File: config.mk
export PLATFORM = sky130hd
export DESIGN_NAME = div_unit
export DESIGN_NICKNAME = d
export VERILOG_FILES = /design/src/rtl/div_unit_pkg.sv /design/src/rtl/div_unit.sv
export SDC_FILE = /design/constraint.sdc
export NUM_CORES = 1
export LEC_CHECK = 0
export CORE_ASPECT_RATIO = 1.25
export CORE_MARGIN = 5
export CORE_UTILIZATION = 57
export CTS_CLUSTER_DIAMETER = 120
export DETAILED_ROUTE_END_ITERATION = 8
export GPL_TIMING_DRIVEN = 0
export MAX_ROUTING_LAYER = met4
export PLACE_DENSITY = 0.81
export SLEW_MARGIN = 20
export SYNTH_ARGS = -nofsm -noshare
export SYNTH_HDL_FRONTEND = slang
export SYNTH_SLANG_ARGS = --single-unit
File: constraint.sdc
create_clock -name clk -period 6.75 [get_ports clk]
set_clock_uncertainty 0.2 [all_clocks]
set_input_delay 0.675 -clock clk [delete_from_list [all_inputs] [get_ports clk]]
set_output_delay 0.675 -clock clk [all_outputs]
set_load 0.03 [all_outputs]
File: src/rtl/div_unit_pkg.sv
// Shared definitions for the iterative divider: FSM encodings, ready levels
// and the ALU opcodes the execute stage uses to select DIV / DIVU.
package div_unit_pkg;

  typedef enum logic [1:0] {
    DIV_FREE    = 2'b00,
    DIV_BY_ZERO = 2'b01,
    DIV_ON      = 2'b10,
    DIV_END     = 2'b11
  } div_state_e;

  localparam logic DIV_RESULT_READY     = 1'b1;
  localparam logic DIV_RESULT_NOT_READY = 1'b0;

  localparam logic [7:0] EXE_DIV_OP  = 8'b0001_1010;
  localparam logic [7:0] EXE_DIVU_OP = 8'b0001_1011;

  // Decode helpers for the execute stage when it raises start_i / signed_div_i.
  function automatic logic is_div_op(input logic [7:0] aluop);
    return (aluop == EXE_DIV_OP) || (aluop == EXE_DIVU_OP);
  endfunction

  function automatic logic is_signed_div_op(input logic [7:0] aluop);
    return aluop == EXE_DIV_OP;
  endfunction

endpackage

File: src/rtl/div_unit.sv
// Multi-cycle restoring divider (one quotient bit per cycle) returning
// {remainder, quotient}. Handshake: requester holds start_i high until it has
// taken result_o while ready_o=1, then drops start_i; annul_i flushes work in flight.
module div_unit
  import div_unit_pkg::*;
#(
  parameter int WIDTH = 32
) (
  input  logic               clk,
  input  logic               rst,
  input  logic               signed_div_i,
  input  logic [WIDTH-1:0]   opdata1_i,
  input  logic [WIDTH-1:0]   opdata2_i,
  input  logic               start_i,
  input  logic               annul_i,
  output logic [2*WIDTH-1:0] result_o,
  output logic               ready_o
);

  localparam int CNT_W = $clog2(WIDTH + 1);
  localparam logic [CNT_W-1:0] LAST_STEP = CNT_W'(WIDTH - 1);

  div_state_e         state_q, state_d;
  logic [2*WIDTH:0]   dividend_q, dividend_d;
  logic [WIDTH-1:0]   divisor_q, divisor_d;
  logic               neg_quot_q, neg_quot_d;
  logic               neg_rem_q, neg_rem_d;
  logic [CNT_W-1:0]   cnt_q, cnt_d;
  logic [2*WIDTH-1:0] result_q, result_d;
  logic               ready_q, ready_d;

  logic               op1_neg, op2_neg;
  logic [WIDTH-1:0]   op1_abs, op2_abs;
  logic [WIDTH+1:0]   trial;
  logic [WIDTH-1:0]   quot_fix, rem_fix;

  // Magnitudes and sign bookkeeping for the incoming request.
  always_comb begin
    op1_neg = signed_div_i & opdata1_i[WIDTH-1];
    op2_neg = signed_div_i & opdata2_i[WIDTH-1];
    op1_abs = op1_neg ? -opdata1_i : opdata1_i;
    op2_abs = op2_neg ? -opdata2_i : opdata2_i;
  end

  // Trial subtraction on the upper WIDTH+1 bits of the left-shifted dividend;
  // the top bit of trial is the borrow that decides restore vs. keep.
  always_comb begin
    trial    = dividend_q[2*WIDTH:WIDTH-1] - {2'b00, divisor_q};
    quot_fix = neg_quot_q ? -dividend_q[WIDTH-1:0] : dividend_q[WIDTH-1:0];
    rem_fix  = neg_rem_q ? -dividend_q[2*WIDTH-1:WIDTH] : dividend_q[2*WIDTH-1:WIDTH];
  end

  always_comb begin
    state_d    = state_q;
    dividend_d = dividend_q;
    divisor_d  = divisor_q;
    neg_quot_d = neg_quot_q;
    neg_rem_d  = neg_rem_q;
    cnt_d      = cnt_q;
    result_d   = '0;
    ready_d    = DIV_RESULT_NOT_READY;

    case (state_q)
      DIV_FREE: begin
        if (start_i && !annul_i) begin
          dividend_d = {{(WIDTH + 1){1'b0}}, op1_abs};
          divisor_d  = op2_abs;
          neg_quot_d = op1_neg ^ op2_neg;
          neg_rem_d  = op1_neg;
          cnt_d      = '0;
          state_d    = (opdata2_i == '0) ? DIV_BY_ZERO : DIV_ON;
        end
      end

      DIV_BY_ZERO: begin
        dividend_d = '0;
        state_d    = annul_i ? DIV_FREE : DIV_END;
      end

      DIV_ON: begin
        if (annul_i) begin
          dividend_d = '0;
          cnt_d      = '0;
          state_d    = DIV_FREE;
        end else begin
          if (trial[WIDTH+1]) begin
            dividend_d = {dividend_q[2*WIDTH-1:0], 1'b0};
          end else begin
            dividend_d = {trial[WIDTH:0], dividend_q[WIDTH-2:0], 1'b1};
          end
          cnt_d = cnt_q + 1'b1;
          if (cnt_q == LAST_STEP) begin
            state_d = DIV_END;
          end
        end
      end

      DIV_END: begin
        // Result is presented (and re-presented) until the requester lets go.
        if (start_i) begin
          result_d = {rem_fix, quot_fix};
          ready_d  = DIV_RESULT_READY;
        end else begin
          state_d = DIV_FREE;
        end
      end

      default: begin
        state_d = DIV_FREE;
      end
    endcase
  end

  always_ff @(posedge clk or posedge rst) begin
    if (rst) begin
      state_q    <= DIV_FREE;
      dividend_q <= '0;
      divisor_q  <= '0;
      neg_quot_q <= 1'b0;
      neg_rem_q  <= 1'b0;
      cnt_q      <= '0;
      result_q   <= '0;
      ready_q    <= DIV_RESULT_NOT_READY;
    end else begin
      state_q    <= state_d;
      dividend_q <= dividend_d;
      divisor_q  <= divisor_d;
      neg_quot_q <= neg_quot_d;
      neg_rem_q  <= neg_rem_d;
      cnt_q      <= cnt_d;
      result_q   <= result_d;
      ready_q    <= ready_d;
    end
  end

  assign result_o = result_q;
  assign ready_o  = ready_q;

endmodule

Word-level counts from Yosys, hierarchy flattened
Index checks and enable logic that the tools add are counted.
W data, S select, Z words.
- bits in registers: 172
- output and inout bits: 65
- word-level logic and storage cells: 56
- add/sub/neg operators: 6
- equal/unequal tests: 7
- muxes and demuxes: 22
- bitwise gates (word level): 3
- reduce and logical (&&, ||, !) cells: 10
- operators with widths (cell ; count):
    $mux W65 ; 3
    $pmux W65 S3 ; 1
    $mux W32 ; 4
    $mux W64 ; 2
    $neg A32 Y32 ; 4
    $sub A34 B32 Y34 ; 1
    $logic_not A32 Y1 ; 1
    $mux W2 ; 6
    $mux W6 ; 2
    $pmux W6 S2 ; 1
    $pmux W2 S4 ; 1
    $add A6 B1 Y6 const B ; 1
    $eq A6 B5 Y1 const B ; 1
    $reduce_and A2 Y1 ; 3
    $eq A2 B2 Y1 const B ; 2
    $ne A2 B2 Y1 const B ; 2
    $ne A3 B3 Y1 const B ; 1
    $reduce_and A3 Y1 ; 1
    $reduce_bool A3 Y1 ; 1
    $and A1 B1 Y1 ; 2
    $eq A2 B1 Y1 const B ; 1
    $logic_not A2 Y1 ; 1
    $mux W1 ; 2
    $reduce_bool A2 Y1 ; 1
    other kinds (3) ; 3

Depth between registers and ports, before layout
- depth in word-level cells: 4
- depth in mapped cells: 12

Least setup slack after synthesis
OpenSTA, ideal clock, no wires.
- path type: register to register
- start point: register dividend_q[35]
- end point: register dividend_q[38]
- data arrival time: 3.100 ns
- data required time: 6.416 ns
- slack: 3.316 ns
- stages on the path, launching flop included: 11
- path buffers: 1
- period minus slack after synthesis: 3.434 ns
- cells stage by stage: dfrtp_1 > ha_1 > a21o_1 > a211o_1 > o21ai_1 > nand2_1 > a211oi_1 > xnor2_1 > clkbuf_1 > mux2i_1 > o21ai_0
- longest elaborated chain between the ends: 4
- ends and longest elaborated chain (item ; line ; RTL):
    start, declared ; div_unit.sv:24 ; logic [2*WIDTH:0] dividend_q, dividend_d;
    start signal, assigned ; div_unit.sv:126 ; dividend_q <= dividend_d;
    $sub A34 B32 Y34 ; div_unit.sv:48 ; trial = dividend_q[2*WIDTH:WIDTH-1] - {2'b00, divisor_q};
    $mux W65 ; div_unit.sv:86 ; if (trial[WIDTH+1]) begin
    $mux W65 ; div_unit.sv:81 ; if (annul_i) begin
    $pmux W65 S3 ; div_unit.sv:63 ; case (state_q)
No other way between the ends.
A chain may end at the register's enable or synchronous reset.

Worst setup path after layout
- start point: register dividend_q[35]
- end point: register dividend_q[32]
The elaborated chain is that of the path after synthesis.

==> run metrics <==
status finished clean; clock root buffer clkbuf_16; post-synth top area cell dfrtp_1; post-synth net total approximately 1400; per-cell routed wire length 17.3 microns; largest net degree at the start of global routing roughly 100; total of max-cap violations 0; area fraction of the dominant cell type after synthesis between 30% and 40%; Synth Register Bits 172; final setup margin around 2.6 ns; Seq/Total Area, Yosys between 30% and 40%; critical path class reg -> reg; RR Endpoint dividend_q[32]$_DFFE_PP0P_; CTS Buffer Depth 2; clock-pin slew on the worst setup and hold paths approximately 0.06 ns; clk_lat worst skew about 0.43 ns; IO buf count ~130; fin area ~0.013 sq mm; CP Max Fanout 10; Max Clock Freq 241 MHz; LEAKAGE roughly 5.7 nW; Hold Path Class reg -> reg; worst r2r src dividend_q[35]$_DFFE_PP0P_; Synth Flop Type dfrtp_1; CP endpoint dividend_q[32]$_DFFE_PP0P_; H-tree depth 4; Antenna Cells 0; Hold WS 0.280 ns; Critical Path RT roughly 6.9 ns; share of layout cells above drive strength 1 around 3.5%; final non-filler cell total ~1700; vias in the first global route between 9000 and 10000; placed cell count roughly 1600; # IOs between 100 and 150; Iter 0 DRT Violations ~670; Die H approximately 160 microns; setup TNS 0 ns; crit path DAT approximately 4.3 ns; CP Launch Point dividend_q[35]$_DFFE_PP0P_; Mean Syn Cell Area 8.63 sq um; hold buffers post-CTS 0; max-slew violations 0; Layout area overhead 20.6%; nets@finish 1532; Final Setup Violations 0; R2R setup slack about 2.6 ns; total chip power between 4 and 5 mW; Routed WL roughly 29000 microns; Detail Route Antenna Nets 0; cell with the most instances after synthesis dfrtp_1; drt pass-1 iters 5; Post-DP Area 0.0126 sq mm; crit start category flip-flop; RSZ-0062 raised after global routing false; top cells by area, synth dfrtp_1, xor2_1, o21ai_0; vias after detailed routing approximately 9900; Async S/R FF share, synth 100%; cells on worst reg2reg path 10; Post-Synthesis Cells ~1300; vias per cell slightly below 6; Total GRT Usage a little over a quarter; fin util a little over two thirds; first-pass GRT wire length 46900 microns; clock sinks ~170; Post-DP HPWL approximately 23000 microns; Fin. Hold Viols 0; Core Area 0.0188 sq mm; Cell variety after synth 61; Syn Std Cell Area about 0.011 sq mm; shortest period the worst path allows about 4.2 ns; Rows 56; period utilisation layout between 60% and 70%; initial cell density of the core 58.1%; CTS tree built; gpl congestion around 0.92; slew margin rel. 28.1%; warnings from Yosys 0; Place WS between 2 and 3 ns; Post-CTS Setup Inserts 0; Post-synth EDFFs 0; total CTS buffers 17; Post-synth top cells dfrtp_1, nand2_1, o21ai_0; PwrDens roughly 320 mW/mm^2; post-cts sizing count 0; Peak VDD IR between 0.2 and 0.3 mV; DRC viols 0; endpoint class of the critical path flip-flop; Least-Margin Pin Slew roughly 1.1 ns; Die X roughly 130 microns; DIE AREA 0.0221 sq mm; initial antenna violation count 0; total gr overflow 0
## flip-flops by register name, indices dropped and copies added, names as in the netlist
name        count
neg_rem_q       1
cnt_q           6
divisor_q      32
result_o       64
ready_o         1
neg_quot_q      1
dividend_q     65
state_q         2
## area by class of cell
cell class,count,area (sq um)
inverter,55,214
fill,1478,5630
tap,232,290
sequential,172,4300
clock inverter,12,161
timing repair buffer,134,1360
clock buffer,19,443
buffer,61,230
multi-input combinational,981,6210
## critical path, cell delays in order (launching register included)
cell	delay, ns
dfrtp_1	0.46
ha_1	0.38
a21o_1	0.24
a211o_1	0.31
o21ai_1	0.33
nand2_1	0.19
a211oi_1	0.46
xnor2_1	0.40
clkbuf_1	0.64
nand2_1	0.14
a32o_1	0.28
## where the power goes
part | leakage (nW) | switching, mW | total, mW | internal [mW]
Clock | 0.286 | 0.416 | 1.01 | 0.594
Sequential | 2.31 | 0.202 | 1.44 | 1.24
Combinational | 3.13 | 1.14 | 1.83 | 0.692
## logic make-up (layout without fill, tap and decap cells)
| kind of cell | after synthesis | after routing | synth area share (%) |
|---|---|---|---|
| DFF | 172 | 172 | 39.3 |
| AOI/OAI and AO/OA | 354 | 354 | 20.3 |
| adders and majority gates | 41 | 41 | 4.75 |
| and+or+nand+nor | 417 | 417 | 17.9 |
| xor gates and xnor gates | 146 | 146 | 11.7 |
| muxes | 23 | 23 | 2.11 |
| buffers and inverters | 116 | 281 | 3.99 |
## worst min-delay path by stage
stage	startpoint	end	slack [ns]	cells past startpoint
3_5_place_dp	divisor_q[30]$_DFFE_PP0P_	divisor_q[30]$_DFFE_PP0P_	0.27	2
3_3_place_gp	divisor_q[24]$_DFFE_PP0P_	divisor_q[24]$_DFFE_PP0P_	0.26	2
4_1_cts	divisor_q[30]$_DFFE_PP0P_	divisor_q[30]$_DFFE_PP0P_	0.28	2
2_1_floorplan	dividend_q[31]$_DFFE_PP0P_	dividend_q[31]$_DFFE_PP0P_	0.25	2
5_1_grt	divisor_q[25]$_DFFE_PP0P_	divisor_q[25]$_DFFE_PP0P_	0.30	2
6_report	divisor_q[8]$_DFFE_PP0P_	divisor_q[8]$_DFFE_PP0P_	0.28	2
## layout by cell type, fill, tap and decap left out, types with 6 or more instances in the layout
| cell | instances |
|---|---|
| dfrtp_1 | 172 |
| nand2_1 | 159 |
| o21ai_0 | 135 |
| clkdlybuf4s50_1 | 133 |
| nor2_1 | 116 |
| xor2_1 | 96 |
| a21oi_1 | 68 |
| inv_1 | 54 |
| clkbuf_1 | 52 |
| xnor2_1 | 50 |
| ha_1 | 40 |
| o31ai_1 | 28 |
| a22oi_1 | 25 |
| nor3_1 | 24 |
| mux2i_1 | 22 |
| nand2b_1 | 17 |
| clkbuf_16 | 17 |
| a21o_1 | 15 |
| or3_1 | 15 |
| nand4_1 | 12 |
| o41ai_1 | 11 |
| a31oi_1 | 11 |
| nor2b_1 | 10 |
| buf_1 | 9 |
| nand3_1 | 9 |
| nor4_1 | 8 |
| o211ai_1 | 8 |
| a211oi_1 | 8 |
| a32oi_1 | 8 |
| or4_1 | 7 |
| and3_1 | 7 |
| and2_1 | 6 |
## layer usage
metal / up-vias / GRT usage (%) / wire length, microns
met5: - / - / 0
met4: 0 / 10.9 / 850
met3: 63 / 3.14 / 1320
met2: 316 / 48.0 / 14600
met1: 4713 / 31.4 / 12000
li1: 4790 / - / -
(Power assumes the default switching activity.)
